`src/rtl/lsu_mem_ctrl.sv`:
```
// lsu_mem_ctrl: one load/store at a time, serialised little-endian onto a byte-wide RAM bus.
// Optional feature macro: IO_BUFFER_STALL_EN (UART back-pressure on I/O stores, extra I/O read wait).
`default_nettype none

`ifndef LB
`define LB  17'd1
`endif
`ifndef LH
`define LH  17'd2
`endif
`ifndef LW
`define LW  17'd3
`endif
`ifndef LBU
`define LBU 17'd4
`endif
`ifndef LHU
`define LHU 17'd5
`endif
`ifndef LWU
`define LWU 17'd6
`endif
`ifndef SB
`define SB  17'd7
`endif
`ifndef SH
`define SH  17'd8
`endif
`ifndef SW
`define SW  17'd9
`endif

module lsu_mem_ctrl #(
  parameter int                ADDR_W  = 32,
  parameter logic [ADDR_W-1:0] IO_BASE = 'h30000
) (
  input  logic              clk,
  input  logic              rst,
  input  logic              rdy,
  input  logic              clr,
  input  logic              RN,
  input  logic              WN,
  input  logic [ADDR_W-1:0] Addr,
  input  logic [31:0]       Wvalue,
  input  logic [16:0]       Inst_Name,
  output logic              Mem_Success,
  output logic [31:0]       Read_Value,
  input  logic [7:0]        mem_din,
  output logic [7:0]        mem_dout,
  output logic [ADDR_W-1:0] mem_a,
  output logic              mem_wr,
  input  logic              io_buffer_full
);

  typedef enum logic [1:0] {S_IDLE = 2'd0, S_READ = 2'd1, S_WRITE = 2'd2, S_HOLD = 2'd3} state_t;

  function automatic logic [2:0] op_size(input logic [16:0] op);
    case (op)
      `LB, `LBU, `SB: op_size = 3'd1;
      `LH, `LHU, `SH: op_size = 3'd2;
      default:        op_size = 3'd4;
    endcase
  endfunction

  function automatic logic [31:0] extend(input logic [16:0] op, input logic [31:0] w);
    case (op)
      `LB:     extend = {{24{w[7]}}, w[7:0]};
      `LH:     extend = {{16{w[15]}}, w[15:0]};
      `LBU:    extend = {24'd0, w[7:0]};
      `LHU:    extend = {16'd0, w[15:0]};
      default: extend = w;
    endcase
  endfunction

  state_t              state, state_nx;
  logic [ADDR_W-1:0]   addr_q;
  logic [31:0]         wdata_q;
  logic [16:0]         op_q;
  logic [2:0]          cnt;
  logic [31:0]         rbuf;
  logic                io_wait;
  logic                accept_rd, accept_wr;
  logic                wr_stall, is_io;
  logic [2:0]          size_q;
  logic [1:0]          byte_sel;
  logic [31:0]         merged;
  logic [7:0]          wbyte;

`ifdef IO_BUFFER_STALL_EN
  assign is_io    = (Addr >= IO_BASE);
  assign wr_stall = io_buffer_full && is_io;
`else
  logic unused_io;
  assign is_io     = 1'b0;
  assign wr_stall  = 1'b0;
  assign unused_io = io_buffer_full ^ (Addr >= IO_BASE);
`endif

  assign size_q   = op_size(op_q);
  assign byte_sel = 2'(cnt - 3'd1);
  assign wbyte    = wdata_q[{cnt[1:0], 3'b000} +: 8];

  // Word being assembled: byte (cnt-1) arrives on mem_din this cycle.
  always_comb begin
    merged = rbuf;
    merged[{byte_sel, 3'b000} +: 8] = mem_din;
  end

  always_comb begin
    state_nx  = state;
    accept_rd = 1'b0;
    accept_wr = 1'b0;
    case (state)
      S_IDLE: begin
        if (WN) begin
          if (!wr_stall) begin
            accept_wr = 1'b1;
            state_nx  = S_WRITE;
          end
        end else if (RN && !clr) begin
          accept_rd = 1'b1;
          state_nx  = S_READ;
        end
      end
      S_READ:  if (clr || (!io_wait && cnt == size_q)) state_nx = S_HOLD;
      S_WRITE: if (cnt == size_q) state_nx = S_HOLD;
      default: state_nx = S_IDLE;
    endcase
  end

  always_ff @(posedge clk or negedge rst) begin
    if (!rst) begin
      state       <= S_IDLE;
      addr_q      <= '0;
      wdata_q     <= '0;
      op_q        <= '0;
      cnt         <= 3'd0;
      rbuf        <= '0;
      io_wait     <= 1'b0;
      Mem_Success <= 1'b1;
      Read_Value  <= '0;
      mem_dout    <= '0;
      mem_a       <= '0;
      mem_wr      <= 1'b0;
    end else if (rdy) begin
      state <= state_nx;
      case (state)
        S_IDLE: begin
          if (accept_rd || accept_wr) begin
            addr_q      <= Addr;
            wdata_q     <= Wvalue;
            op_q        <= Inst_Name;
            mem_a       <= Addr;
            Mem_Success <= 1'b0;
            cnt         <= 3'd1;
            io_wait     <= accept_rd && is_io;
            if (accept_wr) begin
              mem_wr   <= 1'b1;
              mem_dout <= Wvalue[7:0];
            end
          end
        end
        S_READ: begin
          if (clr) begin
            Mem_Success <= 1'b1;
            cnt         <= 3'd0;
            io_wait     <= 1'b0;
          end else if (io_wait) begin
            io_wait <= 1'b0;
          end else begin
            rbuf <= merged;
            if (cnt == size_q) begin
              Read_Value  <= extend(op_q, merged);
              Mem_Success <= 1'b1;
              cnt         <= 3'd0;
            end else begin
              mem_a <= addr_q + ADDR_W'(cnt);
              cnt   <= cnt + 3'd1;
            end
          end
        end
        S_WRITE: begin
          // Stores arrive only at commit, so a flush never cuts one short.
          if (cnt == size_q) begin
            mem_wr      <= 1'b0;
            Mem_Success <= 1'b1;
            cnt         <= 3'd0;
          end else begin
            mem_a    <= addr_q + ADDR_W'(cnt);
            mem_dout <= wbyte;
            cnt      <= cnt + 3'd1;
          end
        end
        default: ;
      endcase
    end
  end

endmodule

`default_nettype wire

```
`config.mk`:
```
export PLATFORM = sky130hd
export DESIGN_NAME = lsu_mem_ctrl
export DESIGN_NICKNAME = d
export VERILOG_FILES = /design/src/rtl/lsu_mem_ctrl.sv
export SDC_FILE = /design/constraint.sdc
export NUM_CORES = 1
export LEC_CHECK = 0
export CORE_UTILIZATION = 48
export DETAILED_ROUTE_END_ITERATION = 10
export PLACE_DENSITY = 0.77
export REMOVE_ABC_BUFFERS = 1
export SYNTH_ARGS = -nofsm -noshare
export SYNTH_HDL_FRONTEND = slang
export SYNTH_SLANG_ARGS = --single-unit
export TNS_END_PERCENT = 100
```
`constraint.sdc`:
```
create_clock -name clk -period 3.3 [get_ports clk]
set_clock_uncertainty 0.2 [all_clocks]
set_input_delay 0.33 -clock clk [delete_from_list [all_inputs] [get_ports clk]]
set_output_delay 0.33 -clock clk [all_outputs]
set_load 0.05 [all_outputs]
```
# After elaboration in Yosys (flattened, before gate mapping)
# Index checks and enable logic that the tools add are counted.
# word_totals
ff_bits	193
in_bits	96
output_inout_bits	74
elab_cells	97
# op_classes
n_addsub	4
n_eq_ne	18
n_shift	3
mux	37
n_bitwise	2
reduce_logical	21
# ops
cell	n
2-to-1 mux 32 bit	4
case mux 32 bit (4 select lines)	1
case mux 32 bit (3 select lines)	1
equality test 17 x 3 -> 1 bit (second input constant)	3
adder 32 x 3 -> 32 bit	1
bitwise mux 32 bit	1
variable shift 8 x 7 -> 32 bit (first input constant)	1
indexed part select 32 x 6 -> 8 bit	1
indexed part select 8 x 7 -> 32 bit	1
2-to-1 mux 8 bit	3
AND reduction 5 bit	4
equality test 17 x 1 -> 1 bit (second input constant)	1
equality test 17 x 2 -> 1 bit (second input constant)	1
equality test 17 x 4 -> 1 bit (second input constant)	1
case mux 8 bit (2 select lines)	1
inequality test 2 bit (second input constant)	7
2-to-1 mux 1 bit	12
2-to-1 mux 3 bit	4
AND reduction 4 bit	3
case mux 3 bit (3 select lines)	1
2-to-1 mux 2 bit	4
negation 5 -> 7 bit	1
inequality test 3 bit (second input constant)	2
case mux 2 bit (3 select lines)	1
17 further kinds	25

# Logic depth before layout (Yosys ltp)
# logic_depth
depth_word	8
depth_mapped	11
depth_no_buf	10

# Least setup slack after synthesis
# OpenSTA, ideal clock, no wires.
# synth_path
kind	register to register
from	register cnt[1]
to	register Read_Value[28]
setup_ns	0.083
arrival_ns	2.849
t_required_ns	3.017
setup_slack_ns	0.169
path_stages_with_launch	12
path_buffers	2
synth_period_minus_slack_ns	3.131
cell_sequence	dfrtp_1 -> buf_1 -> inv_1 -> ha_1 -> nand2_1 -> nor3_1 -> a21oi_1 -> o22ai_1 -> nor3b_2 -> buf_2 -> a21oi_1 -> o21ai_0
# synth_via
elab_chain_cells	5
word_cells_on_any_way	8
cone_classes	add/sub: 2; eq/ne: 1; shift: 2; mux: 2; reduce/logical: 1
# synth_lines
item	line_no	source
start, declared	79	logic [2:0] cnt;
start signal, assigned	178	cnt <= cnt + 3'd1;
start signal, assigned	191	cnt <= cnt + 3'd1;
subtractor 2 x 1 -> 2 bit	100	assign byte_sel = 2'(cnt - 3'd1);
negation 5 -> 7 bit	106	merged[{byte_sel, 3'b000} +: 8] = mem_din;
indexed part select 8 x 7 -> 32 bit / variable shift 8 x 7 -> 32 bit (equally long branches)	106	
bitwise mux 32 bit	106	
case mux 32 bit (4 select lines)	66	case (op)
end signal, assigned	173	Read_Value <= extend(op_q, merged);
end, declared	47	output logic [31:0] Read_Value,
# Parallel ways exist; a longest one is shown, timed or not.
# A chain may end at the register's enable or synchronous reset.

# Final worst setup path
# layout_path
from	register op_q[13]
to	register state[1]
# layout_via
elab_chain_cells	8
word_cells_on_any_way	15
cone_classes	eq/ne: 9; mux: 1; reduce/logical: 5
# layout_lines
item	line_no	source
start, declared	78	logic [16:0] op_q;
start signal, assigned	152	op_q <= Inst_Name;
equality test 17 x 3 -> 1 bit (tied with other cells)	58	case (op)
OR reduction 3 bit	58	
case mux 3 bit (2 select lines) *	58	
equality test 3 bit *	125, 126	
logical AND 1 bit	125	S_READ: if (clr || (!io_wait && cnt == size_q)) state_nx = S_HOLD;
logical OR 1 bit	125	
inequality test 2 bit (no line)	--	
AND reduction 4 bit (no line) *	--	
end signal, assigned	146	state <= state_nx;
end, declared	75	state_t state, state_nx;
# Mark *: on every way between the ends. The rest lies on a longest branch, timed or not.

==> reports/qor.txt <==
antenna cells: 0
first-pass GRT wire length: 35.6 mm
clk_lat worst skew: 0.43 ns
crit path capture type: register
final global-route overflow total: 0
RSZ-0062 raised after global routing: no
Worst Setup SP: op_q[13]$_DFFE_PN0P_
Crit path largest cell delay: 0.54 ns
placed inst area: 0.0115 mm^2
Final Hold Fails: 0
Clock H-tree levels: 4
post-synthesis sequential area ratio: 0.508
Final nets: 1142
ANT nets after route: 0
Worst Path Required: 3.41 ns
Hold Path Class: reg -> reg
gr usage total: 0.226
die width: 142 um
Cell Rows: 51
Synth Cell Area: 0.00947 mm^2
Final Cycle Share: 0.934
Distinct cells, synth: 62
CTS max path bufs: 2
CTS buffer count: 17
Post-synth EDFFs: 0
maximum vdd drop: 459 uV
Die H: 142 um
Worst setup endpoint: state[1]$_DFFE_PN0P_
hold_ws: 0.275 ns
crit-path max FO: 10
# fillers: 1598
Critical Path Slowest Stage Cell: or4_4
DR WL met2: 10.3 mm
antenna violations before repair: 0
Ports: 170
starting density of the core: 0.488
critical path arrival: 3.19 ns
CTS tree: done
hpwl dp: 15.0 mm
Leak Pwr: 0.00501 uW
Post-CTS Setup Bufs: 0
top layer in use: met4
FF+latch count, synth: 192
Worst-Margin Slew: 0.867 ns
Vias: 7016
Crit path depth: 7
Max-slew headroom: 0.418
clock transition at the registers of the reported paths: 0.07 ns
Synth warnings: 0
async set-reset flop share out of synthesis: 1.00
critical path, cell by cell: nor4_1, nand4_1, or4_4, o32ai_4, or2_1, o221a_4, mux2_2
total core area: 0.0194 mm^2
routed wire length per instance: 16.5 um
WL met1: 9.68 mm
worst reg2reg setup slack: 0.22 ns
top_reg_cell synth: dfrtp_1
synthesis-to-layout area growth: 27.9%
Root Buffer: clkbuf_16
largest net degree at the start of global routing: 90
# clock sinks: 192
GP Congestion: 0.805
Syn Area/Cell: 11.0 um^2
crit start category: register
Cells after Synth: 863
drt total wl: 21.6 mm
layout cells sized above 1: 0.195
drt first pass iters: 6
vias in the first global route: 7131
R2R Path End: state[1]$_DFFE_PN0P_
Tmin final: 3.08 ns
final setup violation count: 0
reg2reg path depth: 7
met3 WL: 1.15 mm
Max-Cap Viols: 0
power per cell area: 881 mW/mm^2
status: finished clean
Non-Filler Cell Area, Final: 0.0121 mm^2
DRC: 0
R2R Path Start: op_q[13]$_DFFE_PN0P_
Largest delay share family, worst path: simple AND/OR/NAND/NOR gates
Port Buf Inserts: 168
critical setup path kind: reg -> reg
DR vias/cell: 5.36
1st-iter DRT viols: 277
Die ar.: 0.0203 mm^2
CP bufs+invs: 0
fmax: 324 MHz
Final Slew Violations: 0
==> worst register-to-register path, delay by kind of cell (launching register included) <==
| kind | cells | cell delay, ns |
|---|---|---|
| AND/OR/NAND/NOR | 4 | 1.61 |
| flip-flops | 1 | 0.38 |
| multiplexers | 1 | 0.33 |
| AO/OA/AOI/OAI | 2 | 0.46 |
==> per-layer routing <==
metal | GRT usage | vias to the layer above
li1 | - | 3370
met1 | 0.286 | 3441
met2 | 0.373 | 173
met3 | 0.0599 | 32
met4 | 0.0855 | 0
met5 | 0 | -
==> report_power, final <==
| group | switching [uW] | internal [uW] |
|---|---|---|
| Sequential | 628 | 3230 |
| Clock | 896 | 1060 |
| Combinational | 2650 | 2210 |
==> sequential cells by signal (all words and copies together), names as in the netlist <==
| register | flops |
|---|---|
| addr_q | 32 |
| mem_a | 32 |
| wdata_q | 32 |
| cnt | 3 |
| Read_Value | 32 |
| Mem_Success | 1 |
| rbuf | 32 |
| mem_dout | 8 |
| state | 2 |
| op_q | 17 |
| mem_wr | 1 |
==> cell families (layout without fill, tap and decap cells) <==
group           after synthesis  count (layout)  synth area share
compound gates              181             181             0.140
xor+xnor                     34              34            0.0315
fa+ha+maj                    13              13            0.0180
buf+inv                     115             296            0.0509
flops                       192             192             0.508
mux                         116             116             0.147
simple gates                212             212             0.105
==> cells in the final DEF (no fill, tap or decap), types with 10 or more instances in the layout <==
cell type	Yosys	layout
nand2_1	107	107
clkbuf_16	0	17
o21ai_0	60	60
nor2_1	20	19
nand3_1	16	16
ha_1	12	12
a21oi_1	39	39
dfrtp_1	191	191
o221ai_2	20	20
nor2b_1	15	15
xnor2_1	15	15
nor3_1	17	17
inv_1	70	70
mux2_2	106	106
clkdlybuf4s50_1	0	167
a22o_1	10	10
o22ai_1	11	11
xor2_1	19	19
buf_4	2	22
==> repair_timing <==
item,CTS,global route
hold endpoints to repair,86,0
setup endpoints to repair,0,16
gates resized for setup,0,1
hold buffers,1,0
==> synthesized netlist by cell type, drive strengths merged, types with 12 or more instances <==
| cell type | n | area (um^2) |
|---|---|---|
| inv | 70 | 263 |
| dfrtp | 191 | 4780 |
| a21oi | 39 | 195 |
| nand2 | 108 | 408 |
| nor3 | 17 | 85.1 |
| nor2 | 20 | 75.1 |
| xor2 | 19 | 166 |
| nand3 | 16 | 80.1 |
| o221ai | 27 | 362 |
| clkbuf | 30 | 114 |
| ha | 12 | 150 |
| mux2 | 106 | 1190 |
| nor2b | 15 | 93.8 |
| o21ai | 62 | 322 |
| buf | 15 | 105 |
| xnor2 | 15 | 131 |
==> metrics by stage <==
stage,util,power [uW],TNS [ns],worst slack (ns),cells
final,0.624,10700,0,0.218,1309
after global routing,0.624,11300,0,0.0357,1309
after CTS,0.624,10700,0,0.196,1309
after detailed placement,0.595,8750,0,0.202,1278
after global placement,0.595,8600,0,0.251,1278
after floorplan,-,7210,-294.60,-3.09,818
==> how the worst min path moves through the flow <==
stage                          startpoint                         end  slack (ns)  depth (start not counted)
5_1_grt                        Wvalue[22]     wdata_q[22]$_DFFE_PN0P_        0.29                          2
3_5_place_dp                          rst   Read_Value[9]$_DFFE_PN0P_        0.25                          1
6_report       Read_Value[17]$_DFFE_PN0P_  Read_Value[17]$_DFFE_PN0P_        0.28                          2
3_3_place_gp                          rst  Read_Value[13]$_DFFE_PN0P_        0.25                          1
4_1_cts               rbuf[7]$_DFFE_PN0P_         rbuf[7]$_DFFE_PN0P_        0.28                          2
2_1_floorplan                         rst   Read_Value[0]$_DFFE_PN0P_       -0.17                          0
==> cell type report <==
type	instances	area, um^2	share of cell area
multi-input combinational	556	4200	0.347
sequential	192	4810	0.397
clock inverter	12	111	0.00919
clock buffer	18	439	0.0363
timing repair buffer	196	1960	0.162
inverter	70	263	0.0217
tap	265	332	0.0274
No activity file was read; power rests on OpenSTA's default activity.
